$ cat src/rtl/golf_pkg.sv
// Shared course-map definitions: terrain cell encoding, map geometry and frame magic.
// Imported by the map loader and by the gameplay and render blocks.
package golf_pkg;

    typedef enum logic [1:0] {
        HOLE  = 2'd0,
        WALL  = 2'd1,
        GRASS = 2'd2,
        SAND  = 2'd3
    } terrain_t;

    localparam int unsigned MAP_W      = 160;
    localparam int unsigned MAP_H      = 90;
    localparam int unsigned MAP_ADDR_W = 16;
    localparam logic [7:0]  MAP_MAGIC  = 8'hA5;

endpackage

$ cat src/rtl/terrain_map_loader.sv
// Writer side of the terrain map RAM: receives a framed course stream (magic, start cell,
// packed 2-bit cells, XOR checksum) and writes the unpacked cells row-major into the map.
module terrain_map_loader #(
    parameter int unsigned MAP_W  = golf_pkg::MAP_W,
    parameter int unsigned MAP_H  = golf_pkg::MAP_H,
    parameter int unsigned ADDR_W = golf_pkg::MAP_ADDR_W,
    parameter logic [7:0]  MAGIC  = golf_pkg::MAP_MAGIC
) (
    input  logic              clk_in,
    input  logic              rst_in,
    input  logic              load_start,
    input  logic [7:0]        byte_in,
    input  logic              byte_valid,
    output logic              byte_ready,
    output logic              wr_en,
    output logic [ADDR_W-1:0] wr_addr,
    output logic [1:0]        wr_data,
    output logic [7:0]        start_x,
    output logic [7:0]        start_y,
    output logic              busy,
    output logic              map_valid,
    output logic              load_error
);
    import golf_pkg::*;

    localparam int unsigned CELLS = MAP_W * MAP_H;
    localparam int unsigned CNT_W = ADDR_W + 1;

    typedef enum logic [2:0] {
        S_IDLE, S_MAGIC, S_HDR_X, S_HDR_Y, S_PAYLOAD, S_UNPACK, S_CHECK, S_FAIL
    } state_t;

    state_t             state_q, state_d;
    logic [CNT_W-1:0]   cnt_q, cnt_d;
    logic [7:0]         chk_q, chk_d;
    logic [5:0]         sh_q, sh_d;
    logic [2:0]         nib_q, nib_d;
    logic               byte_ready_d, wr_en_d, busy_d, map_valid_d, load_error_d;
    logic [ADDR_W-1:0]  wr_addr_d;
    terrain_t           wr_cell_d;
    logic [7:0]         start_x_d, start_y_d;
    logic               xfer_c, cells_done_c, start_ok_c;

    assign xfer_c       = byte_valid & byte_ready;
    assign cells_done_c = (cnt_q == CNT_W'(CELLS));
    assign start_ok_c   = (32'(start_x) < MAP_W) && (32'(start_y) < MAP_H);

    always_ff @(posedge clk_in) begin
        if (rst_in) begin
            state_q    <= S_IDLE;
            cnt_q      <= '0;
            chk_q      <= '0;
            sh_q       <= '0;
            nib_q      <= '0;
            byte_ready <= 1'b0;
            wr_en      <= 1'b0;
            wr_addr    <= '0;
            wr_data    <= '0;
            start_x    <= '0;
            start_y    <= '0;
            busy       <= 1'b0;
            map_valid  <= 1'b0;
            load_error <= 1'b0;
        end else begin
            state_q    <= state_d;
            cnt_q      <= cnt_d;
            chk_q      <= chk_d;
            sh_q       <= sh_d;
            nib_q      <= nib_d;
            byte_ready <= byte_ready_d;
            wr_en      <= wr_en_d;
            wr_addr    <= wr_addr_d;
            wr_data    <= wr_cell_d;
            start_x    <= start_x_d;
            start_y    <= start_y_d;
            busy       <= busy_d;
            map_valid  <= map_valid_d;
            load_error <= load_error_d;
        end
    end

    // The first cell write is issued on the payload transfer itself, so the four
    // registered writes line up exactly with the four UNPACK cycles.
    always_comb begin
        state_d      = state_q;
        cnt_d        = cnt_q;
        chk_d        = chk_q;
        sh_d         = sh_q;
        nib_d        = nib_q;
        wr_en_d      = 1'b0;
        wr_addr_d    = wr_addr;
        wr_cell_d    = terrain_t'(wr_data);
        start_x_d    = start_x;
        start_y_d    = start_y;
        busy_d       = busy;
        map_valid_d  = map_valid;
        load_error_d = load_error;

        case (state_q)
            S_IDLE: begin
                if (load_start) begin
                    state_d      = S_MAGIC;
                    cnt_d        = '0;
                    chk_d        = '0;
                    busy_d       = 1'b1;
                    map_valid_d  = 1'b0;
                    load_error_d = 1'b0;
                end
            end
            S_MAGIC: begin
                if (xfer_c) state_d = (byte_in == MAGIC) ? S_HDR_X : S_FAIL;
            end
            S_HDR_X: begin
                if (xfer_c) begin
                    start_x_d = byte_in;
                    state_d   = S_HDR_Y;
                end
            end
            S_HDR_Y: begin
                if (xfer_c) begin
                    start_y_d = byte_in;
                    state_d   = S_PAYLOAD;
                end
            end
            S_PAYLOAD: begin
                if (xfer_c) begin
                    chk_d     = chk_q ^ byte_in;
                    sh_d      = byte_in[7:2];
                    nib_d     = 3'd1;
                    wr_en_d   = 1'b1;
                    wr_addr_d = cnt_q[ADDR_W-1:0];
                    wr_cell_d = terrain_t'(byte_in[1:0]);
                    cnt_d     = cnt_q + CNT_W'(1);
                    state_d   = S_UNPACK;
                end
            end
            S_UNPACK: begin
                if ((nib_q != 3'd4) && !cells_done_c) begin
                    wr_en_d   = 1'b1;
                    wr_addr_d = cnt_q[ADDR_W-1:0];
                    wr_cell_d = terrain_t'(sh_q[1:0]);
                    sh_d      = {2'b00, sh_q[5:2]};
                    nib_d     = nib_q + 3'd1;
                    cnt_d     = cnt_q + CNT_W'(1);
                end else begin
                    state_d = cells_done_c ? S_CHECK : S_PAYLOAD;
                end
            end
            S_CHECK: begin
                if (xfer_c) begin
                    if ((byte_in == chk_q) && start_ok_c) begin
                        map_valid_d = 1'b1;
                        busy_d      = 1'b0;
                        state_d     = S_IDLE;
                    end else begin
                        state_d = S_FAIL;
                    end
                end
            end
            S_FAIL: begin
                load_error_d = 1'b1;
                map_valid_d  = 1'b0;
                busy_d       = 1'b0;
                state_d      = S_IDLE;
            end
            default: state_d = S_IDLE;
        endcase

        byte_ready_d = (state_d == S_MAGIC) || (state_d == S_HDR_X) || (state_d == S_HDR_Y) ||
                       (state_d == S_PAYLOAD) || (state_d == S_CHECK);
    end

endmodule

$ cat config.mk
export PLATFORM = sky130hd
export DESIGN_NAME = terrain_map_loader
export DESIGN_NICKNAME = d
export VERILOG_FILES = /design/src/rtl/golf_pkg.sv /design/src/rtl/terrain_map_loader.sv
export SDC_FILE = /design/constraint.sdc
export NUM_CORES = 1
export LEC_CHECK = 0
export ABC_AREA = 0
export CAP_MARGIN = 20
export CELL_PAD_IN_SITES_DETAIL_PLACEMENT = 1
export CELL_PAD_IN_SITES_GLOBAL_PLACEMENT = 1
export CORE_MARGIN = 1
export CORE_UTILIZATION = 43
export DETAILED_ROUTE_END_ITERATION = 16
export DONT_BUFFER_PORTS = 1
export GPL_TIMING_DRIVEN = 1
export PLACE_DENSITY = 0.69
export SLEW_MARGIN = 20
export SYNTH_ARGS = -nofsm -noshare
export SYNTH_HDL_FRONTEND = slang
export SYNTH_SLANG_ARGS = --single-unit
$ cat constraint.sdc
create_clock -name clk_in -period 4.04 [get_ports clk_in]
set_input_delay 0.606 -clock clk_in [delete_from_list [all_inputs] [get_ports clk_in]]
set_output_delay 0.606 -clock clk_in [all_outputs]
set_load 0.01 [all_outputs]
; ---- Word level (Yosys, flattened, before mapping)
; Index checks and enable logic that the tools add are counted.
; Widths: inputs -> output; s select.
[word_totals]
regBits = 76
latch_bits = 0
mem_bits_rw = 0
romBits = 0
input_bits = 12
out_inout_bits = 39
memories = 0
[classes]
add_sub_neg = 2
multipliers = 0
n_div = 0
magnitude_cmp = 2
eq_ne = 21
shift = 0
mux = 42
bitwise = 2
reduce_logical = 21
[ops]
columns = cell, n
row1 = $mux 17, 3
row2 = $pmux 17 s3, 1
row3 = $mux 3, 11
row4 = $mux 16, 2
row5 = $pmux 16 s2, 1
row6 = $pmux 3 s8, 1
row7 = $eq 3x3->1 const B, 6
row8 = $add 17x1->17 const B, 1
row9 = $eq 17x14->1 const B, 1
row10 = $mux 8, 2
row11 = $pmux 8 s2, 1
row12 = $eq 3x2->1 const B, 4
row13 = $mux 6, 2
row14 = $pmux 6 s2, 1
row15 = $ne 2x2->1 const B, 5
row16 = $eq 8x8->1, 1
row17 = $eq 8x8->1 const B, 1
row18 = $lt 8x7->1 const B, 1
row19 = $lt 8x8->1 const B, 1
row20 = $mux 1, 8
row21 = $reduce_and 4->1, 2
row22 = $xor 8x8->8, 1
row23 = $eq 3x1->1 const B, 2
row24 = $mux 2, 3
row25 = other kinds (15), 28

; ---- Longest topological paths before layout
; Gate-level depths: netlist of the first run.
[depth]
ltp_word = 11
mapped_depth = 9
mapped_depth_nobuf = 7

; ---- Least setup slack after synthesis of the first run
; Ideal clock, no wire load.
[synth_timing]
path_type = input to register
from = in byte_valid
to = reg byte_ready
setup_ns = 0.079
arrival_ns = 1.877
slack_ns = 2.084
stages = 6
n_path_buf = 1
cell_sequence = nand2_1 -> or4_1 -> buf_6 -> o311a_1 -> and3_4 -> a211oi_2
[synth_between]
elab_chain_len = 8
word_cells_on_any_way = 16
[synth_rtl]
columns = element, line
row1 = from (decl), terrain_map_loader.sv:13  ; input logic byte_valid,
row2 = $and 1x1->1 (*), terrain_map_loader.sv:44  ; assign xfer_c = byte_valid & byte_ready;
row3 = "$mux 3, on equally long branches", -
row4 = $pmux 3 s8 (*), terrain_map_loader.sv:99  ; case (state_q)
row5 = $eq 3x1->1 or $eq 3x2->1 (tied branches), terrain_map_loader.sv:169  ; byte_ready_d = (state_d == S_MAGIC) || (state_d == S_HDR_X) || (state_d == S_HDR_Y) ||
row6 = $logic_or 1x1->1 (3 in a row), terrain_map_loader.sv:169
row7 = $logic_or 1x1->1 (*), terrain_map_loader.sv:170  ; (state_d == S_PAYLOAD) || (state_d == S_CHECK);
row8 = to (signal assigned), terrain_map_loader.sv:70  ; byte_ready <= byte_ready_d;
row9 = to (decl), terrain_map_loader.sv:14  ; output logic byte_ready,
; Every way passes the cells marked *; elsewhere a longest branch is shown, timed or not.
; A chain may end at the register's enable or synchronous reset.

; ---- Final worst setup path of the first run
[layout_timing]
from = reg state_q[0]
to = reg wr_data[1]
[layout_between]
elab_chain_len = 3
word_cells_on_any_way = 7
[layout_rtl]
columns = element, line
row1 = from (decl), terrain_map_loader.sv:33  ; state_t state_q, state_d;
row2 = from (signal assigned), terrain_map_loader.sv:65  ; state_q <= state_d;
row3 = $eq 3x3->1, terrain_map_loader.sv:99
row4 = $ne 2x2->1 (no line) or $reduce_bool 2->1 (tied branches), -
row5 = $reduce_and 3->1 (no line), -
row6 = to (signal assigned), terrain_map_loader.sv:73  ; wr_data <= wr_cell_d;
row7 = to (decl), terrain_map_loader.sv:17  ; output logic [1:0] wr_data,
; Parallel ways exist; a longest one is shown, timed or not.

==> out/results.tsv, run 1 <==
stage	metric	value	unit
global_routing	grt_max_degree	64	
timing	max_slew.worst_pin.slew	0.974	ns
floorplan	die_h	92.4	um
timing	period_share	71.9	%
yosys	syn-instance-count	398	
yosys	synth_area_leaders	dfxtp_1, nor2_1, mux2i_1, nand2_1, xnor2_1	
timing	tns	0	ns
detailed_routing	via_per_inst	5.66	
setup_path	endpoint_kind	flop	
clock_tree	cts_sinks	76	
clock_tree	clock-root-buffer	clkbuf_8	
final_layout	drive_above_1_share	8.38	%
detailed_routing	totalWireLength	8.53	mm
timing	fin_ws	1.14	ns
global_routing	antenna_found_initial	0	
yosys	synth_warnings	0	
power_and_ir_drop	peakVddDrop	0.000172	V
global_routing	grt_pass1_vias	2870	
timing	slew_headroom	34.8	%
setup_path	reg2reg_to	wr_data[1]	
power_and_ir_drop	power_density	498	nW/um^2
clock_tree	ctsHoldBuffers	0	
clock_tree	cts_inserted_buffers	9	
final_layout	diodes	0	
floorplan	std_cell_rows	32	
setup_path	startpoint	state_q[0]	
global_routing	grt-ovfl-total	0	
setup_path	r2r_start	state_q[0]	
setup_path	cp-endpoint	wr_data[1]	
job	maxCapViolCount	0	
clock_tree	h-tree-depth	3	
global_routing	groute.usage.overall	21.3	%
setup_path	cp_max_fo	19	
yosys	ys_ff_latch	76	
yosys	async_reset_ff_share	0	%
timing	max_freq	344	MHz
placed_design	gp_congestion	0.797	
final_layout	nNetsFinal	405	
final_layout	synthToLayoutAreaGrowth	6.12	%
floorplan	core-area	7810	sq um
timing	rsz0062_at_grt	false	
yosys	syn_avg_cell_area	8.84	sq um
final_layout	layout_commonest_cell	dfxtp_1	
timing	timing.hold.ws	0.313	ns
setup_path	r2r_slack	1.14	ns
yosys	synth_cell_types	59	
floorplan	dieArea	8550	sq um
clock_tree	clock_latency	0.36	ns
power_and_ir_drop	leakagePower	0.00129	uW
worst_hold_path	hold_class	input pin to flop	
floorplan	start_util	45.0	%
yosys	synth_area	3520	sq um
setup_path	cp.arrival	3.17	ns
setup_path	critPathLaunchType	flop	
timing	final_hold_viol_count	0	
detailed_routing	vias	2807	
setup_path	ff2ff_path_depth	7	
detailed_routing	drc	0	
final_layout	final_cell_mix	dfxtp_1, nor2_1, nand2_1	
final_layout	fillCellCount	917	
clock_tree	cts_tree	built	
global_routing	grt_first_pass_wirelength	14.1	mm
placed_design	dpl_worst_slack	1.08	ns
yosys	seq_area_frac_synth	43.3	%
placed_design	portBuffers	0	
clock_tree	cts-resized-gates	0	
detailed_routing	ant_nets	0	
yosys	synth_edf_count	0	
outcome	status	completed	
timing	period_minus_slack	2.90	ns
yosys	synth.top_cell.area_share	43.3	%
setup_path	path_class	flop to flop	
setup_path	cp.required	4.31	ns
final_layout	stdcell_count	496	
yosys	synth_flop_cell	dfxtp_1	
placed_design	dp.cells	480	
floorplan	io_pins	51	
detailed_routing	drt_iter0_markers	67	
yosys	yosysTopAreaCell	dfxtp_1	
clock_tree	post-cts-setup-buffers	0	
timing	report.final.slew_viol_count	0	
clock_tree	clk_pin_slew	0.09	ns
floorplan	die_w	92.4	um
yosys	synth_fp_nets	414	
detailed_routing	detail_route.wl_per_cell	17.2	um
clock_tree	clock_path_buffers	2	
timing	fin_skew	0.0128	ns
placed_design	dpl.hpwl	5.90	mm
timing	setup_viol_count_final	0	
detailed_routing	dr.pass1.iters	4	
[cells in the mapped netlist, types with 8 or more instances]
library cell / n
nand2_1: 44
mux2i_1: 22
a21oi_1: 28
o21ai_0: 11
a211oi_1: 12
nor2_1: 62
clkbuf_1: 8
buf_2: 8
dfxtp_1: 76
xnor2_1: 17
[per-layer routing]
layer	part of all wire [%]	up-vias	wire (um)	track usage, %
met5	0	-	0	0
met4	1.5	0	132	9.11
met3	3.7	10	319	3.78
met2	48	52	4110	35.8
met1	47	1360	3970	26.6
li1	-	1385	-	-
[power breakdown]
group	leakage [uW]	total, uW	internal [uW]	switching (uW)
sequential	0.000613	888	798	89.9
clock	0.0000957	550	258	292
combinational	0.000584	422	158	264
[state kept, by name, indices dropped and copies added (netlist names)]
signal and cells:
chk_q 8, state_q 3, wr_data 2, wr_en 1
load_error 1, nib_q 3, byte_ready 1, start_y 8
cnt_q 17, map_valid 1, start_x 8, wr_addr 16
sh_q 6, busy 1
[stage by stage]
| stage | power [uW] | utilization [%] | instance area, sq um |
|---|---|---|---|
| after floorplan | 1270 | - | 3520 |
| after global placement | 1320 | 45.4 | 3550 |
| after detailed placement | 1330 | 45.4 | 3550 |
| after CTS | 1880 | 47.8 | 3730 |
| after global routing | 1970 | 47.8 | 3730 |
| final | 1860 | 47.8 | 3730 |
[cell families (layout without fill, tap and decap cells)]
kind of cell    after synthesis  in the layout  synth area share, %
compound gates               82             82                 15.9
xor+xnor                     24             24                 5.98
fa+ha+maj                     4              4                 1.42
buf+inv                      31             27                 4.30
flops                        76             76                 43.3
mux                          22             22                 6.26
simple gates                159            159                 22.9
[how the worst min path moves through the flow]
stage            endpoint  slack [ns]      from  cells past startpoint
5_1_grt        start_x[7]        0.29    rst_in                      1
2_1_floorplan     sh_q[4]        0.45   sh_q[4]                      2
6_report       wr_addr[4]        0.31    rst_in                      1
4_1_cts        state_q[0]        0.30    rst_in                      1
3_3_place_gp     chk_q[2]        0.47  chk_q[2]                      2
3_5_place_dp      sh_q[4]        0.48   sh_q[4]                      2
[worst max-delay path, stage by stage (launching register included)]
cell      delay, ns
dfxtp_1        0.71
nand3b_1       0.48
a21oi_2        0.35
o21ai_2        0.19
nand2_1        0.53
buf_4          0.30
nor2_1         0.06
a211oi_1       0.20
[cell type report]
type                       instances  area, sq um  share of cell area, %
sequential                        76         1520                   40.8
timing repair buffer               3         22.5                  0.603
clock buffer                      11          151                   4.06
clock inverter                     5         35.0                  0.939
multi-input combinational        291         1840                   49.4
inverter                           8         30.0                  0.805
tap                              102          128                   3.42
Power figures use the tool's default switching activity.
==> run 2: changes to the inputs <==
--- a/config.mk
+++ b/config.mk
@@ -14,7 +14,7 @@
 export DETAILED_ROUTE_END_ITERATION = 16
 export DONT_BUFFER_PORTS = 1
 export GPL_TIMING_DRIVEN = 1
-export PLACE_DENSITY = 0.69
+export PLACE_DENSITY = 0.72
 export SLEW_MARGIN = 20
 export SYNTH_ARGS = -nofsm -noshare
 export SYNTH_HDL_FRONTEND = slang
==> constraint.sdc (replaced) <==
create_clock -name clk_in -period 2.5 [get_ports clk_in]
set_input_delay 0.375 -clock clk_in [delete_from_list [all_inputs] [get_ports clk_in]]
set_output_delay 0.375 -clock clk_in [all_outputs]
set_load 0.01 [all_outputs]
==> run 2 against run 1 <==
Net effect:
- first-iteration DRC count up 22%
- sequential share of layout area down 1.4 points
- routed wire length up 7.3%
- combinational power up 86%
- critical endpoint is now wr_addr[7]
- largest cell class unchanged
- final cell count up 2.8%
==> out/results.tsv, run 2 (synthesis results as in run 1) <==
stage	metric	value	unit
final_layout	largest_register	cnt_q	
floorplan	start_util	45.0	%
detailed_routing	drc	0	
detailed_routing	vias	2888	
timing	fin_skew	0.00869	ns
final_layout	synthToLayoutAreaGrowth	9.85	%
placed_design	gp_congestion	0.848	
final_layout	seq_area	1520	sq um
global_routing	groute.usage.overall	23.2	%
setup_path	cp.arrival	2.62	ns
clock_tree	clock_latency	0.35	ns
timing	period_share	93.2	%
timing	setup_viol_count_final	0	
timing	period_minus_slack	2.33	ns
power_and_ir_drop	peakVddDrop	0.000283	V
outcome	status	completed	
floorplan	die_w	92.4	um
detailed_routing	ant_nets	0	
detailed_routing	totalWireLength	9.15	mm
setup_path	path_class	flop to flop	
timing	final_hold_viol_count	0	
clock_tree	post-cts-setup-buffers	0	
detailed_routing	drt_iter0_markers	82	
global_routing	grt_max_degree	64	
global_routing	antenna_found_initial	0	
worst_hold_path	hold_class	input pin to flop	
final_layout	nNetsFinal	419	
placed_design	postPlaceCellArea	3660	sq um
placed_design	portBuffers	0	
timing	slew_headroom	44.2	%
timing	max_freq	429	MHz
global_routing	grt_first_pass_wirelength	15.4	mm
timing	tns	0	ns
setup_path	endpoint_kind	flop	
timing	rsz0062_at_grt	false	
final_layout	fillCellCount	917	
clock_tree	clk_pin_slew	0.08	ns
final_layout	diodes	0	
detailed_routing	detail_route.wl_per_cell	17.9	um
final_layout	multiInputGateArea	1840	sq um
floorplan	io_pins	51	
placed_design	dp.cells	494	
final_layout	design_area	3860	sq um
clock_tree	clock_path_buffers	2	
floorplan	dieArea	8550	sq um
floorplan	std_cell_rows	32	
final_layout	drive_above_1_share	11.5	%
power_and_ir_drop	power_density	822	nW/um^2
timing	report.final.slew_viol_count	0	
setup_path	critPathLaunchType	flop	
final_layout	stdcell_count	510	
job	maxCapViolCount	0	
clock_tree	cts-resized-gates	0	
clock_tree	h-tree-depth	3	
power_and_ir_drop	finalPower	3180	uW
detailed_routing	via_per_inst	5.66	
final_layout	final_cell_mix	dfxtp_1, nor2_1, nand2_1	
clock_tree	clock-root-buffer	clkbuf_8	
final_layout	largest_reg_flops	17	
power_and_ir_drop	leakagePower	0.00137	uW
setup_path	cp.required	2.79	ns
clock_tree	ctsHoldBuffers	0	
final_layout	largest_registers	cnt_q x17, wr_addr x16	
detailed_routing	dr.pass1.iters	4	
global_routing	grt_pass1_vias	3008	
clock_tree	cts_tree	built	
global_routing	grt-ovfl-total	0	
setup_path	cp_max_fo	14	
timing	max_slew.worst_pin.slew	0.836	ns
floorplan	core-area	7810	sq um
floorplan	die_h	92.4	um
clock_tree	cts_sinks	76	
placed_design	dpl.hpwl	6.25	mm
final_layout	layout_commonest_cell	dfxtp_1	
clock_tree	cts_inserted_buffers	9	
==> run 2: cell types whose count changed in the layout (fill, tap and decap cells not counted) <==
cell	delta
clkbuf_8	-2
buf_4	+13
clkinv_4	+1
buf_12	+1
clkinvlp_4	+1
clkinv_2	-1
bufinv_16	+1
==> run 2: final timing paths <==
check,from,to,slack (ns),cells past startpoint
setup reg to reg,state_q[2],wr_addr[7],0.17,6
hold reg to reg,wr_addr[6],wr_addr[6],0.50,2
hold / removal,rst_in,wr_addr[4],0.08,1
setup / recovery,state_q[2],wr_addr[7],0.17,6
==> run 2: cell type report <==
cell class / count / share of cell area (%)
multi-input cells: 291 / 47.7
clock buffers: 9 / 3.21
clock inverters: 7 / 1.98
flip-flops and latches: 76 / 39.4
repair buffers: 17 / 3.63
inverters: 8 / 0.777
well taps: 102 / 3.30
==> run 2: through the flow <==
step	hold slack (ns)	setup WS, ns	utilization [%]
3_3_place_gp	0.450	0.216	46.9
5_1_grt	0.0608	0.0156	49.5
3_5_place_dp	0.448	0.197	46.9
2_1_floorplan	0.447	0.725	-
4_1_cts	0.0650	0.172	49.5
6_report	0.0846	0.170	49.5
==> run 2: metal layers <==
layer	share of wire, %	vias to the layer above	global-route usage, %	wire [um]
li1	-	1420	-	-
met1	45	1400	28.6	4150
met2	49	56	40.1	4520
met3	3.9	12	4.84	357
met4	1.3	0	7.42	123
met5	0	-	0	0
==> run 2: worst max-delay path: stages, from the launching register on <==
cell      delay, ns
dfxtp_1        0.68
nand2b_1       0.33
or3_1          0.44
nand2_1        0.32
buf_4          0.26
nand2_1        0.07
a21oi_1        0.15
==> run 2: report_power, final <==
part           internal [uW]  total, uW  switching (uW)
clock                    466        971             505
combinational            315        784             470
sequential              1290       1420             132
